**src/rtl/apb_pwm_bank_if.sv**
```systemverilog
// APB3 bus bundle for the PWM bank: the master drives the request, the slave returns data and status.
interface apb_pwm_bank_if;
    logic        PSEL;
    logic        PENABLE;
    logic        PWRITE;
    logic [7:0]  PADDR;
    logic [31:0] PWDATA;
    logic [31:0] PRDATA;
    logic        PREADY;
    logic        PSLVERR;

    modport master (
        output PSEL, PENABLE, PWRITE, PADDR, PWDATA,
        input  PRDATA, PREADY, PSLVERR
    );

    modport slave (
        input  PSEL, PENABLE, PWRITE, PADDR, PWDATA,
        output PRDATA, PREADY, PSLVERR
    );
endinterface

```
**src/rtl/apb_pwm_bank.sv**
```systemverilog
// Bank of NUM_CH PWM channels with shadowed period/duty, plus a debounced hit sensor
// with sticky W1C status and a level interrupt, all behind one APB3 slave port.
module apb_pwm_bank #(
    parameter int NUM_CH   = 4,
    parameter int CNT_W    = 20,
    parameter int DEBOUNCE = 16
) (
    input  logic              PCLK,
    input  logic              PRESET,
    apb_pwm_bank_if.slave     apb,
    input  logic              hit_data,
    output logic [NUM_CH-1:0] pwm_out,
    output logic              HIT_INT
);

    localparam int         DB_W     = (DEBOUNCE > 1) ? $clog2(DEBOUNCE) : 1;
    localparam logic [3:0] NUM_CH_L = 4'(NUM_CH);

    logic [2:0] ch_idx;
    logic [1:0] reg_sel;
    logic       ch_ok;
    logic       sel_status;
    logic       sel_hit_en;
    logic       mapped;
    logic       access;
    logic       wr_en;
    logic [31:0] rd_data;

    logic [CNT_W-1:0] period_v [NUM_CH];
    logic [CNT_W-1:0] duty_v   [NUM_CH];
    logic [CNT_W-1:0] cnt_v    [NUM_CH];
    logic [NUM_CH-1:0] en_v;
    logic [NUM_CH-1:0] inv_v;

    logic            sync1;
    logic            sync2;
    logic            deb_level;
    logic [DB_W-1:0] deb_cnt;
    logic            hit_rise;
    logic            hit_status;
    logic            hit_en;

    logic unused_bits;
    assign unused_bits = ^{apb.PADDR[1:0], apb.PWDATA};

    // Channel n lives at n*0x10 below 0x80; the two global registers sit at 0x80/0x84.
    assign ch_idx     = apb.PADDR[6:4];
    assign reg_sel    = apb.PADDR[3:2];
    assign ch_ok      = !apb.PADDR[7] && ({1'b0, ch_idx} < NUM_CH_L);
    assign sel_status = (apb.PADDR[7:2] == 6'b100000);
    assign sel_hit_en = (apb.PADDR[7:2] == 6'b100001);
    assign mapped     = ch_ok || sel_status || sel_hit_en;
    assign access     = apb.PSEL && apb.PENABLE;
    assign wr_en      = access && apb.PWRITE && mapped;

    assign apb.PREADY  = 1'b1;
    assign apb.PSLVERR = access && !mapped;
    assign apb.PRDATA  = (apb.PSEL && !apb.PWRITE) ? rd_data : 32'd0;

    generate
        for (genvar n = 0; n < NUM_CH; n++) begin : g_ch
            logic [CNT_W-1:0] period_r;
            logic [CNT_W-1:0] duty_r;
            logic [CNT_W-1:0] per_a;
            logic [CNT_W-1:0] duty_a;
            logic [CNT_W-1:0] cnt;
            logic             en;
            logic             inv;
            logic             pwm_q;
            logic             ch_wr;
            logic             reload;

            assign ch_wr  = wr_en && ch_ok && (ch_idx == 3'(n));
            // Active copies only follow the shadows while idle or on the last count of a period,
            // so a mid-period update never produces a runt pulse.
            assign reload = !en || (per_a == '0) || (cnt == per_a - CNT_W'(1));

            always_ff @(posedge PCLK) begin
                if (PRESET) begin
                    period_r <= '0;
                    duty_r   <= '0;
                    per_a    <= '0;
                    duty_a   <= '0;
                    cnt      <= '0;
                    en       <= 1'b0;
                    inv      <= 1'b0;
                    pwm_q    <= 1'b0;
                end else begin
                    if (ch_wr && reg_sel == 2'd0) period_r <= apb.PWDATA[CNT_W-1:0];
                    if (ch_wr && reg_sel == 2'd1) duty_r   <= apb.PWDATA[CNT_W-1:0];
                    if (ch_wr && reg_sel == 2'd2) begin
                        en  <= apb.PWDATA[0];
                        inv <= apb.PWDATA[1];
                    end
                    if (reload) begin
                        per_a  <= period_r;
                        duty_a <= duty_r;
                        cnt    <= '0;
                    end else begin
                        cnt <= cnt + CNT_W'(1);
                    end
                    pwm_q <= (en && (per_a != '0) && (cnt < duty_a)) ^ inv;
                end
            end

            assign pwm_out[n]  = pwm_q;
            assign period_v[n] = period_r;
            assign duty_v[n]   = duty_r;
            assign cnt_v[n]    = cnt;
            assign en_v[n]     = en;
            assign inv_v[n]    = inv;
        end
    endgenerate

    always_comb begin
        rd_data = 32'd0;
        for (int n = 0; n < NUM_CH; n++) begin
            if (ch_ok && ch_idx == 3'(n)) begin
                case (reg_sel)
                    2'd0:    rd_data = 32'(period_v[n]);
                    2'd1:    rd_data = 32'(duty_v[n]);
                    2'd2:    rd_data = {30'd0, inv_v[n], en_v[n]};
                    default: rd_data = 32'(cnt_v[n]);
                endcase
            end
        end
        if (sel_status) rd_data = {31'd0, hit_status};
        if (sel_hit_en) rd_data = {31'd0, hit_en};
    end

    // The debounced level only flips after the synced input has disagreed with it
    // for DEBOUNCE consecutive cycles; the flip to 1 is the event that sets status.
    assign hit_rise = sync2 && !deb_level && (deb_cnt == DB_W'(DEBOUNCE - 1));

    always_ff @(posedge PCLK) begin
        if (PRESET) begin
            sync1      <= 1'b0;
            sync2      <= 1'b0;
            deb_level  <= 1'b0;
            deb_cnt    <= '0;
            hit_status <= 1'b0;
            hit_en     <= 1'b0;
            HIT_INT    <= 1'b0;
        end else begin
            sync1 <= hit_data;
            sync2 <= sync1;
            if (sync2 != deb_level) begin
                if (deb_cnt == DB_W'(DEBOUNCE - 1)) begin
                    deb_level <= sync2;
                    deb_cnt   <= '0;
                end else begin
                    deb_cnt <= deb_cnt + DB_W'(1);
                end
            end else begin
                deb_cnt <= '0;
            end
            if (wr_en && sel_hit_en) hit_en <= apb.PWDATA[0];
            if (hit_rise) begin
                hit_status <= 1'b1;
            end else if (wr_en && sel_status && apb.PWDATA[0]) begin
                hit_status <= 1'b0;
            end
            HIT_INT <= hit_status && hit_en;
        end
    end

endmodule
```
**src/flat_wrapper.sv**
```systemverilog
// flat-port wrapper written by rule: the top's interface ports become plain ports
module apb_pwm_bank_flat 
#(
    parameter int NUM_CH   = 4,
    parameter int CNT_W    = 20,
    parameter int DEBOUNCE = 16
)
  (PCLK, PRESET, hit_data, pwm_out, HIT_INT, apb_PSEL, apb_PENABLE, apb_PWRITE, apb_PADDR, apb_PWDATA, apb_PRDATA, apb_PREADY, apb_PSLVERR);
  apb_pwm_bank_if apb_i ();
  input  logic PCLK;
  input  logic PRESET;
  input  logic hit_data;
  output logic [NUM_CH-1:0] pwm_out;
  output logic HIT_INT;
  input wire logic [$bits(apb_i.PSEL)-1:0] apb_PSEL;
  input wire logic [$bits(apb_i.PENABLE)-1:0] apb_PENABLE;
  input wire logic [$bits(apb_i.PWRITE)-1:0] apb_PWRITE;
  input wire logic [$bits(apb_i.PADDR)-1:0] apb_PADDR;
  input wire logic [$bits(apb_i.PWDATA)-1:0] apb_PWDATA;
  output wire logic [$bits(apb_i.PRDATA)-1:0] apb_PRDATA;
  output wire logic [$bits(apb_i.PREADY)-1:0] apb_PREADY;
  output wire logic [$bits(apb_i.PSLVERR)-1:0] apb_PSLVERR;
  assign apb_i.PSEL = apb_PSEL;
  assign apb_i.PENABLE = apb_PENABLE;
  assign apb_i.PWRITE = apb_PWRITE;
  assign apb_i.PADDR = apb_PADDR;
  assign apb_i.PWDATA = apb_PWDATA;
  assign apb_PRDATA = apb_i.PRDATA;
  assign apb_PREADY = apb_i.PREADY;
  assign apb_PSLVERR = apb_i.PSLVERR;
  apb_pwm_bank #(.NUM_CH(NUM_CH), .CNT_W(CNT_W), .DEBOUNCE(DEBOUNCE)) u_core (.PCLK(PCLK), .PRESET(PRESET), .apb(apb_i), .hit_data(hit_data), .pwm_out(pwm_out), .HIT_INT(HIT_INT));
endmodule
```
**config.mk**
```make
export PLATFORM = sky130hd
export DESIGN_NAME = apb_pwm_bank_flat
export DESIGN_NICKNAME = d
export VERILOG_FILES = /design/src/rtl/apb_pwm_bank_if.sv /design/src/rtl/apb_pwm_bank.sv /design/src/flat_wrapper.sv
export SDC_FILE = /design/constraint.sdc
export NUM_CORES = 1
export LEC_CHECK = 0
export ABC_AREA = 0
export CAP_MARGIN = 30
export CORE_MARGIN = 2
export CORE_UTILIZATION = 36
export CTS_CLUSTER_DIAMETER = 100
export CTS_CLUSTER_SIZE = 25
export DETAILED_ROUTE_END_ITERATION = 10
export GPL_TIMING_DRIVEN = 1
export SYNTH_ARGS = -nofsm -noshare
export SYNTH_HDL_FRONTEND = slang
export SYNTH_SLANG_ARGS = --single-unit
export TNS_END_PERCENT = 20
```
**constraint.sdc**
```tcl
create_clock -name PCLK -period 4.24 [get_ports PCLK]
set_input_delay 0.848 -clock PCLK [delete_from_list [all_inputs] [get_ports PCLK]]
set_output_delay 0.848 -clock PCLK [all_outputs]
set_load 0.02 [all_outputs]
```
==> impl_results.md <==
- Status: finished, violations left
- Violated checks: setup timing
- Most common cell after layout, fill and taps aside: dfxtp_1
- Initial antenna violation count: 0
- CTS tree: yes
- Worst-Skew Late Latency: 0.57 ns
- Hold Buf Count CTS: 0
- Layout Skew: 0.01567 ns
- Power Total: 6.530 mW
- Layout area overhead: 10.04%
- Final setup viols: 9
- Nets@finish: 3,020
- Full die area: 66,770 um^2
- H-tree levels: 1
- Hold depth: 1
- Power per cell area: 254.7 nW/um^2
- Seq cells post-synth: 422
- Number of diodes: 0
- CTS Buffer Depth: 3
- IO buf count: 57
- Num CTS Buffers: 20
- Crit path capture type: primary output
- CP arrival: 3.52 ns
- Final Max Slew Viols: 0
- CP required: 3.39 ns
- Final Hold Fails: 0
- Peak Freq: 229.0 MHz
- Finished Core Util: 39.92%
- Share of cells above drive strength 1: 6.519%
- Minimum clock period: 4.368 ns
- Yosys top cell by area: dfxtp_1
- Top Ports: 85
- Worst-path clk slew: 0.10 ns
- Largest cells by area after synthesis: dfxtp_1 (36%), mux2i_1 (8.2%), nand2_1 (6.8%), a21oi_1 (5.8%), ha_1 (4.8%)
- Vias in the first global route: 18,710
- Overall die height: 258.4 um
- Final WS setup: -0.1276 ns
- Synth top area share: 36.26%
- Slew margin rel.: 38.15%
- Initial drt markers: 1,598
- Antenna-violating nets left: 0
- Hold Path Class: reg -> reg
- Vias per inst: 5.321
- Width of the chip: 258.4 um
- FFs w/ async S/R, synth: 0%
- Mapped Area: 23,300 um^2
- Count of cell types in the netlist: 74
- Routed wire length: 70.44 mm
- CP Max Fanout: 13
- RSZ-0062 raised after global routing: true
- 1st-pass router iterations: 7
- DRC errors left: 0
- CP Class: in -> out
- Final HPWL DP: 50.23 mm
- Initial Util: 36.27%
- Yosys warns: 0
- Total Neg Setup Slack: -0.5387 ns
- Post-synth EDFFs: 0
- Peak VDD IR: 288.0 uV
- Reg2Reg Depth: 9
- Routed len/inst: 18.84 um
- Post-Syn Instances: 2,901
- Period utilization: 103.0%
- P_leak: 8.738 nW
- Clk sinks: 422
- Startpoint types: primary input
- Largest net degree at the start of global routing: 106
- # rows: 93
- Syn_area_per_cell: 8.032 um^2
- First-pass GRT wire length: 109.2 mm
- Sequential share of the synthesized area: 36.26%
- Gr usage total: 20.66%
- Number of max-cap violations: 0
- Synth Flop Type: dfxtp_1
- Core area: 64,230 um^2
- Vias: 19,890
- GRT overflow: 0
- Clk Tree Root Cell: clkbuf_16
- Pre-CTS setup slack: -0.06139 ns
- Most frequent cells in the layout: dfxtp_1 (422), nand2_1 (420), a21oi_1 (272), nor2_1 (211), mux2i_1 (191)
- Slew @ Worst Pin: 0.9157 ns
- RD Place Congestion: 0.9469
routing by layer:
layer,routed length (um),global-route usage (%)
met1,33050,28.95
met4,3304,9.216
met5,0,0
met2,30380,31.93
met3,3703,2.299
kinds of logic after synthesis:
| family | count (synthesis) | share of synthesized area, % |
|---|---|---|
| other cells | 2 | 0.03223 |
| compound gates | 541 | 13.58 |
| flops | 422 | 36.26 |
| fa+ha+maj | 90 | 4.833 |
| simple gates | 1138 | 23.74 |
| xor+xnor | 173 | 6.503 |
| buf+inv | 333 | 5.939 |
| mux | 202 | 9.124 |
worst max-delay path, cell delays in order:
cell,delay [ns]
clkdlybuf4s50_1,0.46
nor2_2,0.25
nand2_1,0.10
or2_2,0.41
o22ai_1,0.43
a221oi_1,0.10
buf_4,0.17
nor2_1,0.12
clkdlybuf4s50_1,0.64
registers in the layout, summed over array words and instances (netlist names), 4 cells and up:
signal / flops
u_core.g_ch.duty_r: 80
u_core.deb_cnt: 4
u_core.g_ch.cnt: 80
u_core.g_ch.en: 4
u_core.g_ch.per_a: 80
u_core.g_ch.inv: 4
u_core.g_ch.duty_a: 80
u_core.g_ch.period_r: 80
u_core.g_ch.pwm_q: 4
through the flow:
step / hold WS (ns) / instance area (um^2) / cells
after floorplan: 0.4138 / 23340 / 2912
after global placement: 0.4353 / 25100 / 3717
after detailed placement: 0.4358 / 25100 / 3717
after CTS: 0.4551 / 25630 / 3739
after global routing: 0.4686 / 25640 / 3739
final: 0.4511 / 25640 / 3739
final timing paths:
kind	start	endpoint	slack (ns)
setup / recovery	apb_PADDR[7]	apb_PRDATA[17]	-0.13
hold / removal	u_core.deb_cnt[0]	u_core.deb_cnt[0]	0.45
setup reg to reg	u_core.g_ch[1].per_a[2]	u_core.g_ch[1].per_a[6]	0.80
hold reg to reg	u_core.deb_cnt[0]	u_core.deb_cnt[0]	0.45
report_power, final:
group	switching [mW]	total, mW	internal [mW]
logic	0.240	0.357	0.118
clock network	1.31	2.20	0.892
registers	0.00352	3.97	3.97
final cells by class:
| type | instances | area [um^2] |
|---|---|---|
| timing repair buffer | 183 | 1625 |
| inverter | 100 | 375.4 |
| multi-input combinational | 2157 | 13590 |
| clock inverter | 1 | 5.005 |
| clock buffer | 21 | 525.5 |
| sequential | 422 | 8448 |
| fill | 6575 | 38590 |
| tap | 855 | 1070 |
cell usage after synthesis (14+ instances only):
cell and count:
a211oi_1 15, o22ai_1 15, buf_1 17, nand4_1 38, nand3_1 93, nand2b_1 174, o21ai_0 112, nor3_1 40
or3_1 15, buf_4 17, nor2_1 212, a221oi_1 16, xor2_1 70, nand2_1 420, dfxtp_1 422, clkbuf_1 163
a21oi_1 272, clkbuf_2 18, ha_1 90, nor4_1 23, xnor2_1 103, and3_1 22, nor3b_1 46, buf_2 14
a21o_1 33, inv_1 100, mux2i_1 191
what timing repair did:
action,in CTS,in global routing
buffers inserted,0,0
pin swaps,0,0
resized for setup,2,3
setup endpoints to repair,8,13
(Power assumes the default switching activity.)
